## src/rtl/load_store_unit_if.sv

```systemverilog
// Request/response handshake between the MEM stage and the load/store unit,
// plus the word-wide data-memory port the unit drives.
interface load_store_unit_if;
  logic        req_valid;
  logic        req_ready;
  logic        req_we;
  logic [1:0]  req_size;
  logic        req_unsigned;
  logic [31:0] req_addr;
  logic [31:0] req_wdata;
  logic        resp_valid;
  logic [31:0] resp_rdata;
  logic        resp_error;
  logic [31:0] mem_addr;
  logic [31:0] mem_wdata;
  logic        mem_write;
  logic        mem_read;
  logic [31:0] mem_rdata;

  // MEM-stage side: issues requests, consumes responses.
  modport master (
    output req_valid, req_we, req_size, req_unsigned, req_addr, req_wdata,
    input  req_ready, resp_valid, resp_rdata, resp_error
  );

  // Load/store unit: serves requests and drives the data memory.
  modport slave (
    input  req_valid, req_we, req_size, req_unsigned, req_addr, req_wdata,
    output req_ready, resp_valid, resp_rdata, resp_error,
    output mem_addr, mem_wdata, mem_write, mem_read,
    input  mem_rdata
  );

  // Data memory: combinational read, write committed on the negedge.
  modport mem (
    input  mem_addr, mem_wdata, mem_write, mem_read,
    output mem_rdata
  );
endinterface

```

## src/rtl/load_store_unit.sv

```systemverilog
// MIPS MEM-stage load/store unit: byte/half/word accesses to a little-endian
// word memory, sub-word stores by read-modify-write, alignment/range checking.
module load_store_unit #(
  parameter int MEM_BYTES = 32
) (
  input  logic               clk,
  input  logic               rst_n,
  load_store_unit_if.slave   bus
);

  typedef enum logic [1:0] {
    IDLE = 2'd0,
    RD   = 2'd1,
    WR   = 2'd2,
    RESP = 2'd3
  } state_t;

  localparam logic [1:0] SZ_BYTE = 2'b00;
  localparam logic [1:0] SZ_HALF = 2'b01;
  localparam logic [1:0] SZ_WORD = 2'b10;

  state_t      state_q, state_d;
  logic        we_q, uns_q, err_q;
  logic [1:0]  size_q;
  logic [31:0] addr_q, wdata_q, word_q;

  logic        accept, acc_err, bad_shape;
  logic [2:0]  nbytes_m1;
  logic [32:0] last_byte;
  logic [7:0]  lane_b;
  logic [15:0] lane_h;
  logic [31:0] merged, load_ext;

  assign accept = bus.req_valid && (state_q == IDLE);

  // Request legality, evaluated on the raw request in the accepting cycle.
  always_comb begin
    // NOTE: every variable gets a default before the case so no latch is inferred.
    bad_shape = 1'b0;
    nbytes_m1 = 3'd0;
    case (bus.req_size)
      SZ_BYTE: nbytes_m1 = 3'd0;
      SZ_HALF: begin
        nbytes_m1 = 3'd1;
        bad_shape = bus.req_addr[0];
      end
      SZ_WORD: begin
        nbytes_m1 = 3'd3;
        bad_shape = |bus.req_addr[1:0];
      end
      default: bad_shape = 1'b1;
    endcase
    // 33-bit sum so addresses near 2^32 cannot wrap back into range.
    last_byte = {1'b0, bus.req_addr} + {30'd0, nbytes_m1};
    acc_err   = bad_shape || (last_byte >= 33'(MEM_BYTES));
  end

  // State register.
  always_ff @(posedge clk or negedge rst_n) begin
    // NOTE: sequential state uses non-blocking assignments only.
    if (!rst_n) state_q <= IDLE;
    else        state_q <= state_d;
  end

  // Next-state logic.
  always_comb begin
    state_d = state_q;
    case (state_q)
      IDLE: begin
        if (accept) begin
          if (acc_err)                       state_d = RESP;
          else if (!bus.req_we)              state_d = RD;
          else if (bus.req_size == SZ_WORD)  state_d = WR;
          else                               state_d = RD;
        end
      end
      RD:      state_d = we_q ? WR : RESP;
      WR:      state_d = RESP;
      RESP:    state_d = IDLE;
      default: state_d = IDLE;
    endcase
  end

  // Outputs decoded from state and registered request only.
  always_comb begin
    bus.req_ready  = (state_q == IDLE);
    bus.mem_read   = (state_q == RD);
    bus.mem_write  = (state_q == WR);
    bus.mem_addr   = ((state_q == RD) || (state_q == WR)) ? {addr_q[31:2], 2'b00} : 32'd0;
    bus.mem_wdata  = (state_q == WR) ? merged : 32'd0;
    bus.resp_valid = (state_q == RESP);
    bus.resp_error = (state_q == RESP) && err_q;
    bus.resp_rdata = ((state_q == RESP) && !we_q && !err_q) ? load_ext : 32'd0;
  end

  // Latched request and captured memory word.
  always_ff @(posedge clk or negedge rst_n) begin
    if (!rst_n) begin
      // NOTE: the captured word is a single register, not a memory array, so it is reset too.
      we_q    <= 1'b0;
      uns_q   <= 1'b0;
      err_q   <= 1'b0;
      size_q  <= 2'b00;
      addr_q  <= 32'd0;
      wdata_q <= 32'd0;
      word_q  <= 32'd0;
    end else begin
      if (accept) begin
        we_q    <= bus.req_we;
        uns_q   <= bus.req_unsigned;
        err_q   <= acc_err;
        size_q  <= bus.req_size;
        addr_q  <= bus.req_addr;
        wdata_q <= bus.req_wdata;
      end
      if (state_q == RD) word_q <= bus.mem_rdata;
    end
  end

  // Store merge: sub-word data replaces its lanes in the captured word.
  always_comb begin
    merged = word_q;
    case (size_q)
      SZ_BYTE: merged[{addr_q[1:0], 3'b000} +: 8]  = wdata_q[7:0];
      SZ_HALF: merged[{addr_q[1], 4'b0000} +: 16]  = wdata_q[15:0];
      default: merged = wdata_q;
    endcase
  end

  // Load extraction and extension.
  always_comb begin
    lane_b = word_q[{addr_q[1:0], 3'b000} +: 8];
    lane_h = word_q[{addr_q[1], 4'b0000} +: 16];
    case (size_q)
      SZ_BYTE: load_ext = uns_q ? {24'd0, lane_b} : {{24{lane_b[7]}}, lane_b};
      SZ_HALF: load_ext = uns_q ? {16'd0, lane_h} : {{16{lane_h[15]}}, lane_h};
      default: load_ext = word_q;
    endcase
  end

endmodule

```

## src/flat_wrapper.sv

```systemverilog
// flat-port wrapper written by rule: the top's interface ports become plain ports
module load_store_unit_flat 
#(
  parameter int MEM_BYTES = 32
)
  (clk, rst_n, bus_req_valid, bus_req_we, bus_req_size, bus_req_unsigned, bus_req_addr, bus_req_wdata, bus_req_ready, bus_resp_valid, bus_resp_rdata, bus_resp_error, bus_mem_addr, bus_mem_wdata, bus_mem_write, bus_mem_read, bus_mem_rdata);
  load_store_unit_if bus_i ();
  input  logic clk;
  input  logic rst_n;
  input wire logic [$bits(bus_i.req_valid)-1:0] bus_req_valid;
  input wire logic [$bits(bus_i.req_we)-1:0] bus_req_we;
  input wire logic [$bits(bus_i.req_size)-1:0] bus_req_size;
  input wire logic [$bits(bus_i.req_unsigned)-1:0] bus_req_unsigned;
  input wire logic [$bits(bus_i.req_addr)-1:0] bus_req_addr;
  input wire logic [$bits(bus_i.req_wdata)-1:0] bus_req_wdata;
  output wire logic [$bits(bus_i.req_ready)-1:0] bus_req_ready;
  output wire logic [$bits(bus_i.resp_valid)-1:0] bus_resp_valid;
  output wire logic [$bits(bus_i.resp_rdata)-1:0] bus_resp_rdata;
  output wire logic [$bits(bus_i.resp_error)-1:0] bus_resp_error;
  output wire logic [$bits(bus_i.mem_addr)-1:0] bus_mem_addr;
  output wire logic [$bits(bus_i.mem_wdata)-1:0] bus_mem_wdata;
  output wire logic [$bits(bus_i.mem_write)-1:0] bus_mem_write;
  output wire logic [$bits(bus_i.mem_read)-1:0] bus_mem_read;
  input wire logic [$bits(bus_i.mem_rdata)-1:0] bus_mem_rdata;
  assign bus_i.req_valid = bus_req_valid;
  assign bus_i.req_we = bus_req_we;
  assign bus_i.req_size = bus_req_size;
  assign bus_i.req_unsigned = bus_req_unsigned;
  assign bus_i.req_addr = bus_req_addr;
  assign bus_i.req_wdata = bus_req_wdata;
  assign bus_req_ready = bus_i.req_ready;
  assign bus_resp_valid = bus_i.resp_valid;
  assign bus_resp_rdata = bus_i.resp_rdata;
  assign bus_resp_error = bus_i.resp_error;
  assign bus_mem_addr = bus_i.mem_addr;
  assign bus_mem_wdata = bus_i.mem_wdata;
  assign bus_mem_write = bus_i.mem_write;
  assign bus_mem_read = bus_i.mem_read;
  assign bus_i.mem_rdata = bus_mem_rdata;
  load_store_unit #(.MEM_BYTES(MEM_BYTES)) u_core (.clk(clk), .rst_n(rst_n), .bus(bus_i));
endmodule
```

## config.mk

```make
export PLATFORM = sky130hd
export DESIGN_NAME = load_store_unit_flat
export DESIGN_NICKNAME = d
export VERILOG_FILES = /design/src/rtl/load_store_unit_if.sv /design/src/rtl/load_store_unit.sv /design/src/flat_wrapper.sv
export SDC_FILE = /design/constraint.sdc
export NUM_CORES = 1
export LEC_CHECK = 0
export CORE_MARGIN = 10
export CORE_UTILIZATION = 23
export CTS_CLUSTER_DIAMETER = 30
export DETAILED_ROUTE_END_ITERATION = 7
export PLACE_DENSITY_LB_ADDON = 0.05
export SKIP_LAST_GASP = 1
export SLEW_MARGIN = 5
export SYNTH_ARGS = -nofsm -noshare
export SYNTH_HDL_FRONTEND = slang
export SYNTH_SLANG_ARGS = --single-unit
```

## constraint.sdc

```tcl
create_clock -name clk -period 7 [get_ports clk]
set_clock_uncertainty 0.2 [all_clocks]
set_input_delay 1.05 -clock clk [delete_from_list [all_inputs] [get_ports clk]]
set_output_delay 1.05 -clock clk [all_outputs]
set_load 0.1 [all_outputs]
```

==> flow_metrics.tcl <==
set metrics [dict create \
    status "completed" \
    fin_crit_sh_pct 80.8 \
    synth_area_per_cell_um2 9.32 \
    drv_slew 0 \
    cts_resized 0 \
    clock_latency_ns 0.35 \
    clock-sinks 103 \
    drc_errors 0 \
    drt_iter0_markers 510 \
    wl_um 29400 \
    cp.arrival_ns 4.40 \
    dp_cells 1274 \
    worst_pin_slew_ns 1.24 \
    ys_ff_latch 103 \
    rows 62 \
    final_antenna_net_count 0 \
    r2r-start "u_core.state_q[0]" \
    cts_setup_buffers 0 \
    ys_seq_area_share_pct 37.9 \
    grt_start_max_net_pins 76 \
    worstHoldEndpoint "u_core.addr_q[17]" \
    holdWs_ns 0.284 \
    grt_first_pass_wirelength_um 44500 \
    fmax_mhz 177 \
    yosysWarningCount 0 \
    synthXorXnorAreaFrac_pct 0.901 \
    hold_buffers 0 \
    hold_depth 2 \
    synth-edff-count 0 \
    clockBufferDepth 2 \
    synth_top_area_cell "dfrtp_1" \
    synth_area_leaders "dfrtp_1 38%, mux2_2 12%, a21oi_1 4.0%, a221oi_1 3.3%, nand2_1 3.0%" \
    rr_endpoint "u_core.uns_q" \
    root_buffer "clkbuf_16" \
    tritoncts "done" \
    htreeDepth 3 \
    synthAdderAreaFrac_pct 2.87 \
    ys_top_cells_by_count "103 x dfrtp_1, 73 x mux2_2, 55 x a21oi_1, 55 x nand2_1, 42 x nor2_1" \
    hpwl_um 22800 \
    post_drt_via_cell_ratio 5.06 \
    ys.flop_type "dfrtp_1" \
    crit_chain "inv_1 -> ha_1 -> nor3_1 -> a221oi_1 -> nor2_1 -> clkdlybuf4s50_1" \
    core_mm2 0.0289 \
    holdCritPathClass "register to register" \
    end_kind "output pin" \
    die_y_um 192 \
    numCtsBuffers 9 \
    tns_ns 0 \
    cp_max_fo 17 \
    nets 1020 \
    cp_slowest_cell "clkdlybuf4s50_1" \
    synth_top_family_by_area "simple AND/OR/NAND/NOR gates" \
    synth.most_common_cell "dfrtp_1" \
    cp-start-kind "register" \
    grt_antenna_before_repair 1 \
    layout-drive-gt1-share_pct 17.1 \
    chipWidth_um 192 \
    synth_top_area_share_pct 37.9 \
    num_vias 6533 \
    period_needed_ns 5.65 \
    synth-simple-area-share_pct 18.1 \
    met2_length_um 13400 \
    dieArea_mm2 0.0369 \
    io-pin-count 204 \
    worst-r2r-cell-count 4 \
    ff2ff_setup_slack_ns 4.67 \
    stdcell_count 1292 \
    netlist_area_mm2 0.00680 \
    muxShareOfSynthArea_pct 17.6 \
    final_util_pct 32.4 \
    hold_viol_final 0 \
    area_growth_pct 37.7 \
    relSlewSlack_pct 16.8 \
    grt_pass1_vias 6967 \
    wl_met1_um 13200 \
    synthArstFlopShare_pct 100 \
    synth-compound-area-share_pct 17.5 \
    synth.distinct_cells 63 \
    rsz0062_at_grt "false" \
    track_usage_pct 15.8 \
    gr-total-overflow 0 \
    top_layer "met5" \
    port_buffers 201 \
    clk_pin_slew_ns 0.07 \
    met3_length_um 2350 \
    post_drt_wl_per_cell_um 22.8 \
    timing.setup.critical_path_class "register to output pin" \
    synthCells 730 \
    gp_congestion 0.856 \
    initial_utilization_pct 23.5 \
    setup_viol 0 \
    slowest_delay_ns 1.18 \
    drt_pass1_iterations 7 \
    worstHoldStart "u_core.addr_q[17]" \
    required_ns 5.75 \
    maxCapViolations 0 \
]
## worst max-delay path: cells and delay by family, from the launching register on
| family | cells | cell delay, ns |
|---|---|---|
| buffers and inverters | 2 | 1.39 |
| AND/OR/NAND/NOR | 2 | 1.26 |
| flip-flops | 1 | 0.81 |
| adder cells (fa/ha/maj) | 1 | 0.39 |
| AO/OA/AOI/OAI | 1 | 0.18 |
## cells by family (layout without fill, tap and decap cells)
kind of cell | Yosys count | count (layout)
DFF | 103 | 103
buffers and inverters | 90 | 266
other | 1 | 3
and+or+nand+nor | 233 | 233
muxes | 101 | 101
adders and majority gates | 15 | 15
xor gates and xnor gates | 7 | 7
AOI/OAI and AO/OA | 180 | 180
## placed cells by master (no fill, tap or decap), types with 3 or more instances in the layout
| cell | netlist | final |
|---|---|---|
| mux4_2 | 7 | 7 |
| nor2b_1 | 27 | 27 |
| o22ai_1 | 10 | 10 |
| inv_6 | 0 | 4 |
| clkdlybuf4s50_1 | 0 | 165 |
| dfrtp_1 | 103 | 102 |
| clkbuf_16 | 0 | 9 |
| a211oi_1 | 16 | 16 |
| a21oi_1 | 55 | 55 |
| o21ai_0 | 36 | 36 |
| a221oi_1 | 26 | 26 |
| o221ai_1 | 8 | 8 |
| mux2i_1 | 20 | 20 |
| buf_4 | 2 | 45 |
| nor4_1 | 9 | 9 |
| nor2_1 | 42 | 42 |
| nand4_1 | 10 | 10 |
| mux2_2 | 73 | 73 |
| a21o_1 | 3 | 3 |
| nand3_1 | 13 | 13 |
| inv_1 | 38 | 38 |
| a222oi_1 | 6 | 6 |
| nor3_1 | 22 | 22 |
| xor2_1 | 4 | 4 |
| and2_1 | 32 | 32 |
| nand2_1 | 55 | 54 |
| xnor2_1 | 3 | 3 |
| or4_1 | 4 | 4 |
| ha_1 | 14 | 13 |
## layout make-up
type,count,area [um2]
sequential,103,2580
tap,384,480
clock inverter,7,52.6
inverter,40,150
antenna,1,2.50
clock buffer,9,225
fill,3009,19600
timing repair buffer,210,1990
multi-input combinational,538,3890
## how the worst max path moves through the flow
stage                                 from                  to  slack, ns  cells after the start
after floorplan           u_core.addr_q[1]  bus_resp_rdata[10]       1.76                      9
after CTS                 u_core.addr_q[0]    bus_mem_wdata[0]       1.36                      6
after global placement    u_core.addr_q[0]    bus_mem_wdata[0]       1.82                      6
after global routing      u_core.addr_q[0]    bus_mem_wdata[0]       1.03                      6
final                     u_core.addr_q[0]    bus_mem_wdata[0]       1.35                      6
after detailed placement  u_core.addr_q[0]    bus_mem_wdata[0]       1.79                      6
## sequential cells by signal, indices dropped and copies added, names as in the netlist
name	cells
u_core.addr_q	32
u_core.err_q	1
u_core.size_q	2
u_core.state_q	2
u_core.uns_q	1
u_core.wdata_q	32
u_core.we_q	1
u_core.word_q	32
## per-stage QoR
step                      setup slack, ns  cell area, um2
after floorplan                      1.76            6810
after global placement               1.82            9080
after detailed placement             1.79            9080
after CTS                            1.36            9360
after global routing                 1.03            9370
final                                1.35            9370
## layer usage
layer / vias up / GRT usage (%)
met5: - / 0
met3: 34 / 4.01
met4: 2 / 3.76
met1: 3236 / 21.1
li1: 3001 / -
met2: 260 / 25.0
Power is not shown: default switching activity piles up to over one toggle a cycle in this logic, so the estimate is an artifact.
